File: config.mk
export PLATFORM = sky130hd
export DESIGN_NAME = seq_scan_ctrl
export DESIGN_NICKNAME = d
export VERILOG_FILES = /design/src/rtl/seq_scan_pkg.sv /design/src/rtl/seq_scan_det.sv /design/src/rtl/seq_scan_ctrl.sv
export SDC_FILE = /design/constraint.sdc
export NUM_CORES = 1
export LEC_CHECK = 0
export BUFFER_PORTS_ARGS = -buffer_cell sky130_fd_sc_hd__clkbuf_2
export CORE_MARGIN = 2
export CORE_UTILIZATION = 50
export CTS_BUF_LIST = sky130_fd_sc_hd__clkbuf_4 sky130_fd_sc_hd__clkbuf_8
export CTS_CLUSTER_SIZE = 40
export DETAILED_ROUTE_END_ITERATION = 10
export PLACE_DENSITY = 0.74
export SLEW_MARGIN = 20
export SYNTH_ARGS = -nofsm -noshare
export SYNTH_HDL_FRONTEND = slang
export SYNTH_SLANG_ARGS = --single-unit
File: constraint.sdc
create_clock -name clk -period 2.4 [get_ports clk]
set_clock_uncertainty 0.15 [all_clocks]
set_input_delay 0.12 -clock clk [delete_from_list [all_inputs] [get_ports clk]]
set_output_delay 0.12 -clock clk [all_outputs]
set_load 0.01 [all_outputs]
File: src/rtl/seq_scan_pkg.sv
// Shared types and constants for the serial scan controller and its detector.
package seq_scan_pkg;

  localparam int PAT_W    = 4;
  localparam int FILL_MAX = 4;

  typedef enum logic [2:0] {
    ST_IDLE  = 3'd0,
    ST_WAIT  = 3'd1,
    ST_SHIFT = 3'd2,
    ST_DRAIN = 3'd3,
    ST_DONE  = 3'd4
  } state_t;

endpackage

File: src/rtl/seq_scan_det.sv
// Moore 4-bit serial pattern detector with registered match pulse.
// Build option: SEQ_SCAN_OVERLAP_EN selects overlapping detection; when it is
// undefined a match restarts the window so the next bit opens a fresh one.
module seq_scan_det
  import seq_scan_pkg::*;
(
  input  logic             clk,
  input  logic             rst_n,
  input  logic             clr,
  input  logic             adv,
  input  logic             bit_in,
  input  logic [PAT_W-1:0] pattern,
  output logic             match
);

  logic [PAT_W-1:0] r_hist;
  logic [2:0]       r_fill;
  logic             r_match;

  logic [PAT_W-1:0] w_hist_nxt;
  logic [2:0]       w_fill_nxt;
  logic             w_hit;

  // Next history/fill for an advance, and whether that advance completes a match.
  always_comb begin
    w_hist_nxt = {r_hist[PAT_W-2:0], bit_in};
    w_fill_nxt = (r_fill == 3'(FILL_MAX)) ? r_fill : r_fill + 3'd1;
    w_hit      = (w_fill_nxt == 3'(FILL_MAX)) && (w_hist_nxt == pattern);
  end

  // History, fill level and match register; clr wipes everything at job start.
  always_ff @(posedge clk or negedge rst_n) begin
    if (!rst_n) begin
      r_hist  <= '0;
      r_fill  <= '0;
      r_match <= 1'b0;
    end else if (clr) begin
      r_hist  <= '0;
      r_fill  <= '0;
      r_match <= 1'b0;
    end else begin
      r_match <= adv && w_hit;
      if (adv) begin
        r_hist <= w_hist_nxt;
`ifdef SEQ_SCAN_OVERLAP_EN
        r_fill <= w_fill_nxt;
`else
        // Dropping fill to 0 on a hit makes the following advance land at 1,
        // i.e. the next bit begins a brand-new window, however far away it is.
        r_fill <= w_hit ? 3'd0 : w_fill_nxt;
`endif
      end
    end
  end

  assign match = r_match;

endmodule

File: src/rtl/seq_scan_ctrl.sv
// Job controller: pulls words over valid/ready, serializes them MSB-first into
// the pattern detector and reports the per-job match total with a done pulse.
// Build option: SEQ_SCAN_OVERLAP_EN (resolved inside seq_scan_det).
//
// Handshake: a word transfers on a rising edge where in_valid && in_ready.
// in_ready is high exactly while the FSM sits in WAIT and does not depend on
// in_valid; in_valid/in_data seen in any other state are ignored and the
// source must keep holding its word until it is accepted.
module seq_scan_ctrl
  import seq_scan_pkg::*;
#(
  parameter int WORD_W   = 8,
  parameter int NWORDS_W = 4,
  parameter int CNT_W    = 8
) (
  input  logic                clk,
  input  logic                rst_n,
  input  logic [PAT_W-1:0]    cfg_pattern,
  input  logic [NWORDS_W-1:0] cfg_nwords,
  input  logic                start,
  input  logic                in_valid,
  input  logic [WORD_W-1:0]   in_data,
  output logic                in_ready,
  output logic                busy,
  output logic                bit_out,
  output logic                match,
  output logic                done,
  output logic [CNT_W-1:0]    match_cnt,
  output logic [2:0]          dbg_state
);

  localparam int BIT_W = (WORD_W > 1) ? $clog2(WORD_W) : 1;

  state_t              r_state;
  logic [PAT_W-1:0]    r_pattern;
  logic [NWORDS_W-1:0] r_words;   // words still to be accepted in this job
  logic [WORD_W-1:0]   r_sh;
  logic [BIT_W-1:0]    r_bit;
  logic [CNT_W-1:0]    r_cnt;

  logic w_clr;
  logic w_adv;
  logic w_match;
  logic w_last_bit;

  assign w_clr      = (r_state == ST_IDLE) && start;
  assign w_adv      = (r_state == ST_SHIFT);
  assign w_last_bit = (r_bit == BIT_W'(WORD_W - 1));

  // Job sequencing: config capture, word load, serialization and completion.
  always_ff @(posedge clk or negedge rst_n) begin
    if (!rst_n) begin
      r_state   <= ST_IDLE;
      r_pattern <= '0;
      r_words   <= '0;
      r_sh      <= '0;
      r_bit     <= '0;
    end else begin
      case (r_state)
        ST_IDLE: begin
          if (start) begin
            r_pattern <= cfg_pattern;
            r_words   <= cfg_nwords;
            r_state   <= (cfg_nwords == '0) ? ST_DONE : ST_WAIT;
          end
        end
        ST_WAIT: begin
          if (in_valid) begin
            r_sh    <= in_data;
            r_bit   <= '0;
            r_words <= r_words - 1'b1;
            r_state <= ST_SHIFT;
          end
        end
        ST_SHIFT: begin
          r_sh  <= r_sh << 1;
          r_bit <= r_bit + 1'b1;
          if (w_last_bit) begin
            r_state <= (r_words == '0) ? ST_DRAIN : ST_WAIT;
          end
        end
        // One extra cycle so the last bit's match pulse reaches the counter.
        ST_DRAIN: r_state <= ST_DONE;
        ST_DONE:  r_state <= ST_IDLE;
        default:  r_state <= ST_IDLE;
      endcase
    end
  end

  // Saturating match counter, cleared by an accepted start and held otherwise.
  always_ff @(posedge clk or negedge rst_n) begin
    if (!rst_n) begin
      r_cnt <= '0;
    end else if (w_clr) begin
      r_cnt <= '0;
    end else if (w_match && (r_cnt != '1)) begin
      r_cnt <= r_cnt + 1'b1;
    end
  end

  seq_scan_det u_det (
    .clk     (clk),
    .rst_n   (rst_n),
    .clr     (w_clr),
    .adv     (w_adv),
    .bit_in  (r_sh[WORD_W-1]),
    .pattern (r_pattern),
    .match   (w_match)
  );

  assign in_ready  = (r_state == ST_WAIT);
  assign busy      = (r_state != ST_IDLE);
  assign bit_out   = (r_state == ST_SHIFT) && r_sh[WORD_W-1];
  assign match     = w_match;
  assign done      = (r_state == ST_DONE);
  assign match_cnt = r_cnt;
  assign dbg_state = r_state;

endmodule

==> metrics.md, run 1 <==
| Metric | Value |
|---|---|
| Relative contribution of the clock network to total power | `19.8%` |
| Lkg Pwr | `approximately 1.1 nW` |
| Critical-path cell with the highest stage delay | `sky130_fd_sc_hd__or4b_1` |
| Layout fillers | `roughly 290` |
| TritonCTS clock tree | `yes` |
| Post-route clock period utilization | `about four fifths` |
| Maximum number of pins on one net before global-route repair | `38` |
| Time the final worst path needs with I/O delays and setup | `around 2.0 ns` |
| Number of post-CTS setup repair buffers | `0` |
| Slew headroom | `39.6%` |
| Via-to-Cell Ratio | `between 5 and 6` |
| Length of routed met2 wiring | `roughly 2100 um` |
| Delay-heaviest family, CP | `simple AND/OR/NAND/NOR gates` |
| Number of maximum-capacitance violations | `0` |
| Master cell of the clock root buffer | `sky130_fd_sc_hd__clkbuf_8` |
| RSZ-0062 raised after global routing | `false` |
| GR Overflow Total | `0` |
| Reported net switching power | `~850 uW` |
| Core Area | `approximately 3700 um2` |
| Num Clock Sinks | `37` |
| Highest metal layer with signal wires | `met4` |
| Remaining design rule violation count | `0` |
| Number of cells upsized or downsized after cts | `0` |
| Share of the synthesized netlist area taken by xor and xnor gates | `2.30%` |
| Multiplexer area fraction after synthesis | `3.68%` |
| Complex-gate fraction of the synthesized area | `between 10% and 20%` |
| Crit path largest cell delay | `just over 0.8 ns` |
| Initial core utilization | `51.9%` |
| Post-layout nets | `271` |
| Post-Synthesis Cells | `190` |
| Timing-limited maximum frequency | `0.511 GHz` |
| Outcome | `complete, no violations` |
| Placed wire-length estimate | `about 2700 um` |
| Growth of design area from synthesis to finish | `24.9%` |
| Main combinational cell family by area after synthesis | `simple AND/OR/NAND/NOR gates` |
| Internal power | `between 1 and 1.5 mW` |
| Die Footprint | `between 4000 and 5000 um2` |
| Inserted Clock Buffers | `5` |
| Logic gate share of total power | `between 30% and 40%` |
| Crit path capture type | `register` |
| Die width | `~66 um` |
| Final total negative setup slack | `0 ns` |
| Synth top cells by count | `sky130_fd_sc_hd__dfrtp_1, sky130_fd_sc_hd__nand2_1, sky130_fd_sc_hd__o21ai_0` |
| Worst EP required | `roughly 2.5 ns` |
| Bufs on Longest Clock Path | `2` |
| Number of buffers added on ports | `35` |
| Sequential area share after synthesis | `approximately 49%` |
| Yosys warns | `0` |
| Clock latency reported for the late side of the worst-skew pair | `about 0.3 ns` |
| Clock input transition at the sequential cells of the worst setup and hold paths | `~0.07 ns` |
| H-tree depth reported by CTS | `2` |
| Areal power density over the cells | `between 900 and 1000 nW/um2` |
| PnR Total Power | `between 2 and 2.5 mW` |
| Total met3 wirelength after detailed routing | `slightly below 200 um` |
| Leading area contributor after synthesis | `sky130_fd_sc_hd__dfrtp_1` |
| Simple logic cell fraction of the synthesized area | `approximately 20%` |
| Net count after synthesis | `~220` |
| Most used flip-flop cell after synthesis | `sky130_fd_sc_hd__dfrtp_1` |
| Number of antenna violations at the first check in global routing | `0` |
| All-layer global routing usage | `21.4%` |
| Switching power share of the total | `between 30% and 40%` |
| Buffers plus inverters on the worst setup path | `0` |
| Number of design-rule violations left by the first detailed-router iteration | `about 110` |
| Final cell utilization of the core | `64.9%` |
| Count of vias placed by the detailed router | `1600` |
| GP Congestion | `between 0.7 and 0.8` |
| Vias in the first global route | `around 1600` |
| Synthesized area per cell | `around 10 um2` |
| Detailed-route wire length on metal 1 | `between 1500 and 2000 um` |
| Global-route wire length before repair | `a little under 7000 um` |
| Critical path, cell by cell | `or4b_1 -> o21ai_2 -> o22ai_1 -> a21oi_1` |
| Fraction of layout cells with a size suffix above 1 | `~22%` |
| Arrival time at the worst endpoint | `2.03 ns` |
| Post-detailed-route count of antenna-violating nets | `0` |
| Synth Area in Adders | `under 10%` |
| Slew Viols, Final | `0` |
| Number of distinct library cells after synthesis | `42` |
| Post-Synthesis Cell Area | `1900 um2` |
| Most repeated cell in the gate-level netlist after synthesis | `sky130_fd_sc_hd__dfrtp_1` |
| Number of synthesized flops with an enable pin | `0` |
| Launching element type of the critical path | `register` |
| Cells taking the most area after synthesis | `sky130_fd_sc_hd__dfrtp_1, sky130_fd_sc_hd__nand2_1, sky130_fd_sc_hd__ha_1` |
| # rows | `22` |
| Count of state elements after synthesis | `37` |
| Antenna Cells | `0` |
| Crit-path max FO | `14` |
| Final Routed Wirelength | `a little over 4000 um` |
| Maximum resistive drop on vdd | `687 uV` |
| Final hold viol count | `0` |
| Die span in y | `roughly 66 um` |
| Worst Tran Pin Value | `~0.91 ns` |
| Combined area of the multi-input logic cells | `~900 um2` |
| Category of the critical setup timing path | `register to register` |
| Share of synthesized flip-flops with an asynchronous set or reset | `100%` |
| Kind of path behind the tightest hold check | `input port to register` |
| Pre-antenna DRT Iters | `4` |
| Setup Viol. Count Final | `0` |
| Avg WL per Cell | `~14 um` |
| Area fraction of the dominant cell type after synthesis | `about half` |
| Area occupied by registers | `926 um2` |
| Sequential power share | `between 40% and 50%` |
| Top-level port count | `36` |
| Count of hold buffers inserted by post-cts repair | `17` |
[worst reg2reg max path, delay by kind of cell, from the launching register on]
| family | cells | cell delay, ns |
|---|---|---|
| AO/OA/AOI/OAI | 3 | 0.42 |
| flip-flops | 1 | 0.51 |
| AND/OR/NAND/NOR | 1 | 0.81 |
[flip-flops by register name (all words and copies together) (netlist names)]
register,cells
r_sh,8
u_det.r_hist,3
r_bit,3
dbg_state,3
u_det.r_fill,3
match_cnt,8
r_pattern,4
r_words,4
u_det.match,1
[placed cells by master, fill, tap and decap left out, types with 4 or more instances in the layout]
master and count:
sky130_fd_sc_hd__nand2_1 28, sky130_fd_sc_hd__nand3_1 5, sky130_fd_sc_hd__a22o_1 6, sky130_fd_sc_hd__clkbuf_2 35
sky130_fd_sc_hd__nor2_1 10, sky130_fd_sc_hd__nor3_1 5, sky130_fd_sc_hd__ha_1 7, sky130_fd_sc_hd__a21oi_1 10
sky130_fd_sc_hd__buf_4 4, sky130_fd_sc_hd__dfrtp_1 37, sky130_fd_sc_hd__o21ai_0 16, sky130_fd_sc_hd__clkbuf_8 6
sky130_fd_sc_hd__dlygate4sd3_1 17, sky130_fd_sc_hd__inv_1 6, sky130_fd_sc_hd__xor2_1 4, sky130_fd_sc_hd__mux2i_1 7
[final timing paths]
kind	cells after the start	slack, ns	end	from
min in group asynchronous	2	0.33	r_words[1]$_DFFE_PN0P_	rst_n
max in group asynchronous	2	1.21	dbg_state[0]$_DFFE_PN0P_	rst_n
worst max register to register	4	0.44	r_words[2]$_DFFE_PN0P_	dbg_state[0]$_DFFE_PN0P_
worst max-delay path	4	0.44	r_words[2]$_DFFE_PN0P_	dbg_state[0]$_DFFE_PN0P_
worst min-delay path	4	0.03	dbg_state[0]$_DFFE_PN0P_	in_valid
worst min register to register	2	0.34	r_sh[5]$_DFFE_PN0P_	r_sh[4]$_DFFE_PN0P_
[power groups by stage]
| stage | registers, mW | clock network, mW | logic, mW |
|---|---|---|---|
| 2_1_floorplan | 0.951 | 0 | 0.656 |
| 3_3_place_gp | 1.01 | 0 | 0.792 |
| 3_5_place_dp | 1.01 | 0 | 0.821 |
| 4_1_cts | 0.999 | 0.467 | 0.840 |
| 5_1_grt | 1.03 | 0.488 | 0.955 |
| 6_report | 1.00 | 0.454 | 0.833 |
[through the flow]
step / std cells / hold slack (ns) / cell area (um2) / setup WS [ns]
floorplan: 190 / -0.326 / 1900 / 0.704
global placement: 268 / 0.149 / 2110 / 0.478
detailed placement: 268 / 0.149 / 2110 / 0.449
CTS: 292 / 0.0279 / 2370 / 0.434
global route: 292 / 0.0560 / 2370 / 0.296
finish: 292 / 0.0327 / 2370 / 0.441
[metal layers]
layer | up-vias | GRT usage, %
met3 | 4 | 4.62
met2 | 42 | 37.1
met1 | 758 | 24.9
met5 | - | 0
met4 | 0 | 10.2
li1 | 796 | -
[final cells by class]
type | instances | share of cell area [%]
Clock buffer | 7 | 3.79
Inverter | 6 | 0.948
Multi-Input combinational cell | 138 | 37.9
Sequential cell | 37 | 39.0
Tap cell | 48 | 2.53
Timing Repair Buffer | 56 | 15.8
[cell families (layout without fill, tap and decap cells)]
| kind of cell | count (synthesis) | after routing |
|---|---|---|
| AND/OR/NAND/NOR | 70 | 70 |
| AO/OA/AOI/OAI | 49 | 49 |
| flip-flops | 37 | 37 |
| buffers and inverters | 15 | 69 |
| adder cells (fa/ha/maj) | 7 | 7 |
| multiplexers | 7 | 7 |
| XOR/XNOR | 5 | 5 |
Note: power is estimated with default switching activity, not from simulation.
==> inputs of run 2 (changes only) <==
--- a/config.mk
+++ b/config.mk
@@ -5,6 +5,7 @@
 export SDC_FILE = /design/constraint.sdc
 export NUM_CORES = 1
 export LEC_CHECK = 0
+export ABC_AREA = 1
 export BUFFER_PORTS_ARGS = -buffer_cell sky130_fd_sc_hd__clkbuf_2
 export CORE_MARGIN = 2
 export CORE_UTILIZATION = 50
==> constraint.sdc (replaced) <==
create_clock -name clk -period 1.92 [get_ports clk]
set_clock_uncertainty 0.15 [all_clocks]
set_input_delay 0.096 -clock clk [delete_from_list [all_inputs] [get_ports clk]]
set_output_delay 0.096 -clock clk [all_outputs]
set_load 0.01 [all_outputs]
==> run 2 against run 1 <==
Effect of this change:
- die area grew 4.9%
- global-route usage rose by 0.59 points
- combinational power increased by 80%
- highest routed layer unchanged
- first-iteration DRC count fell by 14%
- register-to-register slack lost 0.13 ns
- utilization increased by 2.4 points
- sequential power increased by 25%
- area after synthesis increased by 5.2%
==> metrics.md, run 2 <==
| Metric | Value |
|---|---|
| Buffers plus inverters on the worst setup path | `2 (was 0)` |
| Inserted Clock Buffers | `5 (unchanged)` |
| Worst EP required | `1.67 ns (was 2.47 ns)` |
| Final total negative setup slack | `0 ns (unchanged)` |
| Remaining design rule violation count | `0 (unchanged)` |
| Critical path, cell by cell | `nor2_2 -> nand2_1 -> buf_4 -> nor2_1 -> clkbuf_2 (was or4b_1 -> o21ai_2 -> o22ai_1 -> a21oi_1)` |
| Switching power share of the total | `40.9% (was 37.0%)` |
| H-tree depth reported by CTS | `2 (unchanged)` |
| Num Clock Sinks | `37 (unchanged)` |
| Count of vias placed by the detailed router | `1795 (was 1600)` |
| Most common cell after layout, fill and taps aside | `sky130_fd_sc_hd__nand2_1 (was sky130_fd_sc_hd__dfrtp_1)` |
| All-layer global routing usage | `22.0% (was 21.4%)` |
| # rows | `22 (unchanged)` |
| Synthesized area per cell | `8.00 um2 (was 10.0 um2)` |
| GP Congestion | `0.853 (was 0.751)` |
| GR Overflow Total | `0 (unchanged)` |
| Kind of path behind the tightest hold check | `input port to register (unchanged)` |
| Die span in y | `67.3 um (was 65.7 um)` |
| Main combinational cell family by area after synthesis | `simple AND/OR/NAND/NOR gates (unchanged)` |
| Sequential area share after synthesis | `46.3% (was 48.7%)` |
| Most used flip-flop cell after synthesis | `sky130_fd_sc_hd__dfrtp_1 (unchanged)` |
| Layout fillers | `336 (was 288)` |
| Arrival time at the worst endpoint | `1.44 ns (was 2.03 ns)` |
| Reported net switching power | `1.41 mW (was 846 uW)` |
| Crit path largest cell delay | `0.46 ns (was 0.81 ns)` |
| Fraction of layout cells with a size suffix above 1 | `19.1% (was 22.1%)` |
| Pre-antenna DRT Iters | `5 (was 4)` |
| Internal power | `2.04 mW (was 1.44 mW)` |
| RSZ-0062 raised after global routing | `false (unchanged)` |
| Global route hottest layer | `met2 (unchanged)` |
| Master cell of the clock root buffer | `sky130_fd_sc_hd__clkbuf_8 (unchanged)` |
| Post-detailed-route count of antenna-violating nets | `0 (unchanged)` |
| Number of design-rule violations left by the first detailed-router iteration | `96 (was 112)` |
| Post-Synthesis Cells | `250 (was 190)` |
| Category of the critical setup timing path | `register to output pin (was register to register)` |
| Bufs on Longest Clock Path | `2 (unchanged)` |
| Antenna Cells | `0 (unchanged)` |
| Number of cells upsized or downsized after cts | `0 (unchanged)` |
| Slew headroom | `69.0% (was 39.6%)` |
| Logic gate share of total power | `43.3% (was 36.4%)` |
| Timing-limited maximum frequency | `around 0.59 GHz` |
| Yosys warns | `0 (unchanged)` |
| Clock input transition at the sequential cells of the worst setup and hold paths | `0.07 ns (about the same)` |
| Final hold viol count | `0 (unchanged)` |
| Number of post-CTS setup repair buffers | `0 (unchanged)` |
| Post-layout nets | `335 (was 271)` |
| Synth Area in Adders | `4.38% (was 4.61%)` |
| Leading area contributor after synthesis | `sky130_fd_sc_hd__dfrtp_1 (unchanged)` |
| Multiplexer area fraction after synthesis | `0% (was 3.68%)` |
| Crit path capture type | `output pin (was register)` |
| Number of maximum-capacitance violations | `0 (unchanged)` |
| Count of state elements after synthesis | `37 (unchanged)` |
| Lkg Pwr | `1.30 nW (was 1.13 nW)` |
| Routing usage on met2 | `38.2% (was 37.1%)` |
| Number of synthesized flops with an enable pin | `0 (unchanged)` |
| Critical-path cell with the highest stage delay | `sky130_fd_sc_hd__dfrtp_1 (was sky130_fd_sc_hd__or4b_1)` |
| Number of buffers added on ports | `35 (unchanged)` |
| Delay-heaviest family, CP | `flip-flops (was simple AND/OR/NAND/NOR gates)` |
| Area fraction of the dominant cell type after synthesis | `46.3% (was 48.7%)` |
| Net count after synthesis | `277 (was 217)` |
| Post-route clock period utilization | `87.6%` |
| Sequential power share | `36.1% (was 43.8%)` |
| Time the final worst path needs with I/O delays and setup | `around 1.7 ns` |
| Growth of design area from synthesis to finish | `25.8% (was 24.9%)` |
| Placed wire-length estimate | `2970 um (was 2670 um)` |
| Worst slack, placed | `0.322 ns (was 0.449 ns)` |
| Share of synthesized flip-flops with an asynchronous set or reset | `100% (unchanged)` |
| Maximum number of pins on one net before global-route repair | `38 (unchanged)` |
| Most repeated cell in the gate-level netlist after synthesis | `sky130_fd_sc_hd__nand2_1 (was sky130_fd_sc_hd__dfrtp_1)` |
| Number of antenna violations at the first check in global routing | `0 (unchanged)` |
| Launching element type of the critical path | `register (unchanged)` |
| Setup Viol. Count Final | `0 (unchanged)` |
| Final Routed Wirelength | `4210 um (was 4090 um)` |
| Die width | `67.3 um (was 65.7 um)` |
| Commonest non-fill, non-tap cells in the layout | `sky130_fd_sc_hd__nand2_1, sky130_fd_sc_hd__dfrtp_1, sky130_fd_sc_hd__clkbuf_2 (was sky130_fd_sc_hd__dfrtp_1, sky130_fd_sc_hd__clkbuf_2, sky130_fd_sc_hd__nand2_1)` |
| Crit-path max FO | `10 (was 14)` |
| Global-route wire length before repair | `7480 um (was 6850 um)` |
| Core Area | `3740 um2 (was 3660 um2)` |
| Clock latency reported for the late side of the worst-skew pair | `0.29 ns (was 0.30 ns)` |
| Complex-gate fraction of the synthesized area | `13.1% (was 17.0%)` |
| Grt met1 use | `26.1% (was 24.9%)` |
| Avg WL per Cell | `11.8 um (was 14.0 um)` |
| Cells taking the most area after synthesis | `sky130_fd_sc_hd__dfrtp_1, sky130_fd_sc_hd__nand2_1, sky130_fd_sc_hd__inv_1 (was sky130_fd_sc_hd__dfrtp_1, sky130_fd_sc_hd__nand2_1, sky130_fd_sc_hd__ha_1)` |
| Vias in the first global route | `1761 (was 1567)` |
| Number of distinct library cells after synthesis | `28 (was 42)` |
| Slew Viols, Final | `0 (unchanged)` |
| Synth top cells by count | `sky130_fd_sc_hd__nand2_1, sky130_fd_sc_hd__dfrtp_1, sky130_fd_sc_hd__inv_1 (was sky130_fd_sc_hd__dfrtp_1, sky130_fd_sc_hd__nand2_1, sky130_fd_sc_hd__o21ai_0)` |
| Share of the synthesized netlist area taken by xor and xnor gates | `2.19% (was 2.30%)` |
| M3 GR Usage | `6.00% (was 4.62%)` |
| Initial core utilization | `53.4% (was 51.9%)` |
| Simple logic cell fraction of the synthesized area | `25.9% (was 19.7%)` |
| TritonCTS clock tree | `yes (unchanged)` |
| Top-level port count | `36 (unchanged)` |
| Outcome | `complete, no violations (unchanged)` |
| Maximum resistive drop on vdd | `998 uV (was 687 uV)` |
| Via-to-Cell Ratio | `5.03 (was 5.48)` |
| Relative contribution of the clock network to total power | `20.5% (was 19.8%)` |
| Count of hold buffers inserted by post-cts repair | `16 (was 17)` |
| Die Footprint | `4520 um2 (was 4310 um2)` |
| Areal power density over the cells | `1370 nW/um2 (was 964 nW/um2)` |
| Setup slack after layout | `0.238 ns (was 0.441 ns)` |
| Worst Tran Pin Value | `0.465 ns (was 0.906 ns)` |
| Post-Synthesis Cell Area | `2000 um2 (was 1900 um2)` |
==> run 2: power by group through the flow <==
stage,Clock (mW),Sequential (mW),Combinational [mW]
after floorplan,0,1.23,1.13
after global placement,0,1.25,1.44
after detailed placement,0,1.26,1.48
after CTS,0.728,1.25,1.51
after global routing,0.767,1.28,1.75
final,0.710,1.25,1.50
==> run 2: layout make-up <==
cell class	instances	area [um2]	share of cell area, %
Sequential cell	37	926	36.8
Multi-Input combinational cell	173	911	36.2
Timing Repair Buffer	55	365	14.5
Inverter	36	135	5.37
Clock buffer	6	82.6	3.28
Tap cell	48	60.1	2.39
Clock inverter	2	37.5	1.49
==> run 2: worst reg2reg max path, delay by kind of cell (launching register included) <==
kind | cells | cell delay [ns]
AO/OA/AOI/OAI | 1 | 0.31
adder cells (fa/ha/maj) | 1 | 0.23
buffers and inverters | 1 | 0.09
flip-flops | 1 | 0.43
AND/OR/NAND/NOR | 4 | 0.28
==> run 2: cells by family after synthesis <==
| logic type | count (synthesis) |
|---|---|
| adders and majority gates | 7 |
| and+or+nand+nor | 118 |
| AOI/OAI and AO/OA | 43 |
| xor gates and xnor gates | 5 |
| buffers and inverters | 40 |
| DFF | 37 |
==> run 2: stage by stage <==
stage                     util, %  total power [mW]  area (um2)  cells  hold slack [ns]
after global placement       59.8              2.69        2240    333           0.0215
after floorplan                 -              2.36        2000    250           -0.350
final                        67.2              3.45        2520    357           0.0206
after detailed placement     59.8              2.74        2240    333           0.0197
after CTS                    67.2              3.49        2520    357          0.00860
after global routing         67.2              3.80        2520    357           0.0207
==> run 2: routing by layer <==
metal | share of wire (%) | wire length [um] | up-vias
li1 | - | - | 922
met1 | 45 | 1910 | 824
met2 | 49 | 2080 | 43
met3 | 4.3 | 181 | 6
met4 | 1.1 | 48 | 0
met5 | 0 | 0 | -
==> run 2: final timing paths <==
| kind | start | end | slack, ns | depth (start not counted) |
|---|---|---|---|---|
| max | dbg_state[0]$_DFFE_PN0P_ | bit_out | 0.24 | 5 |
| min reg2reg | r_bit[0]$_DFFE_PN0P_ | r_bit[0]$_DFFE_PN0P_ | 0.33 | 1 |
| max in group asynchronous | rst_n | u_det.r_fill[1]$_DFFE_PN0P_ | 1.06 | 3 |
| min in group asynchronous | rst_n | match_cnt[4]$_DFFE_PN0P_ | 0.22 | 3 |
| min | cfg_nwords[2] | r_words[2]$_DFFE_PN0P_ | 0.02 | 3 |
| max reg2reg | match_cnt[0]$_DFFE_PN0P_ | match_cnt[7]$_DFFE_PN0P_ | 0.31 | 7 |
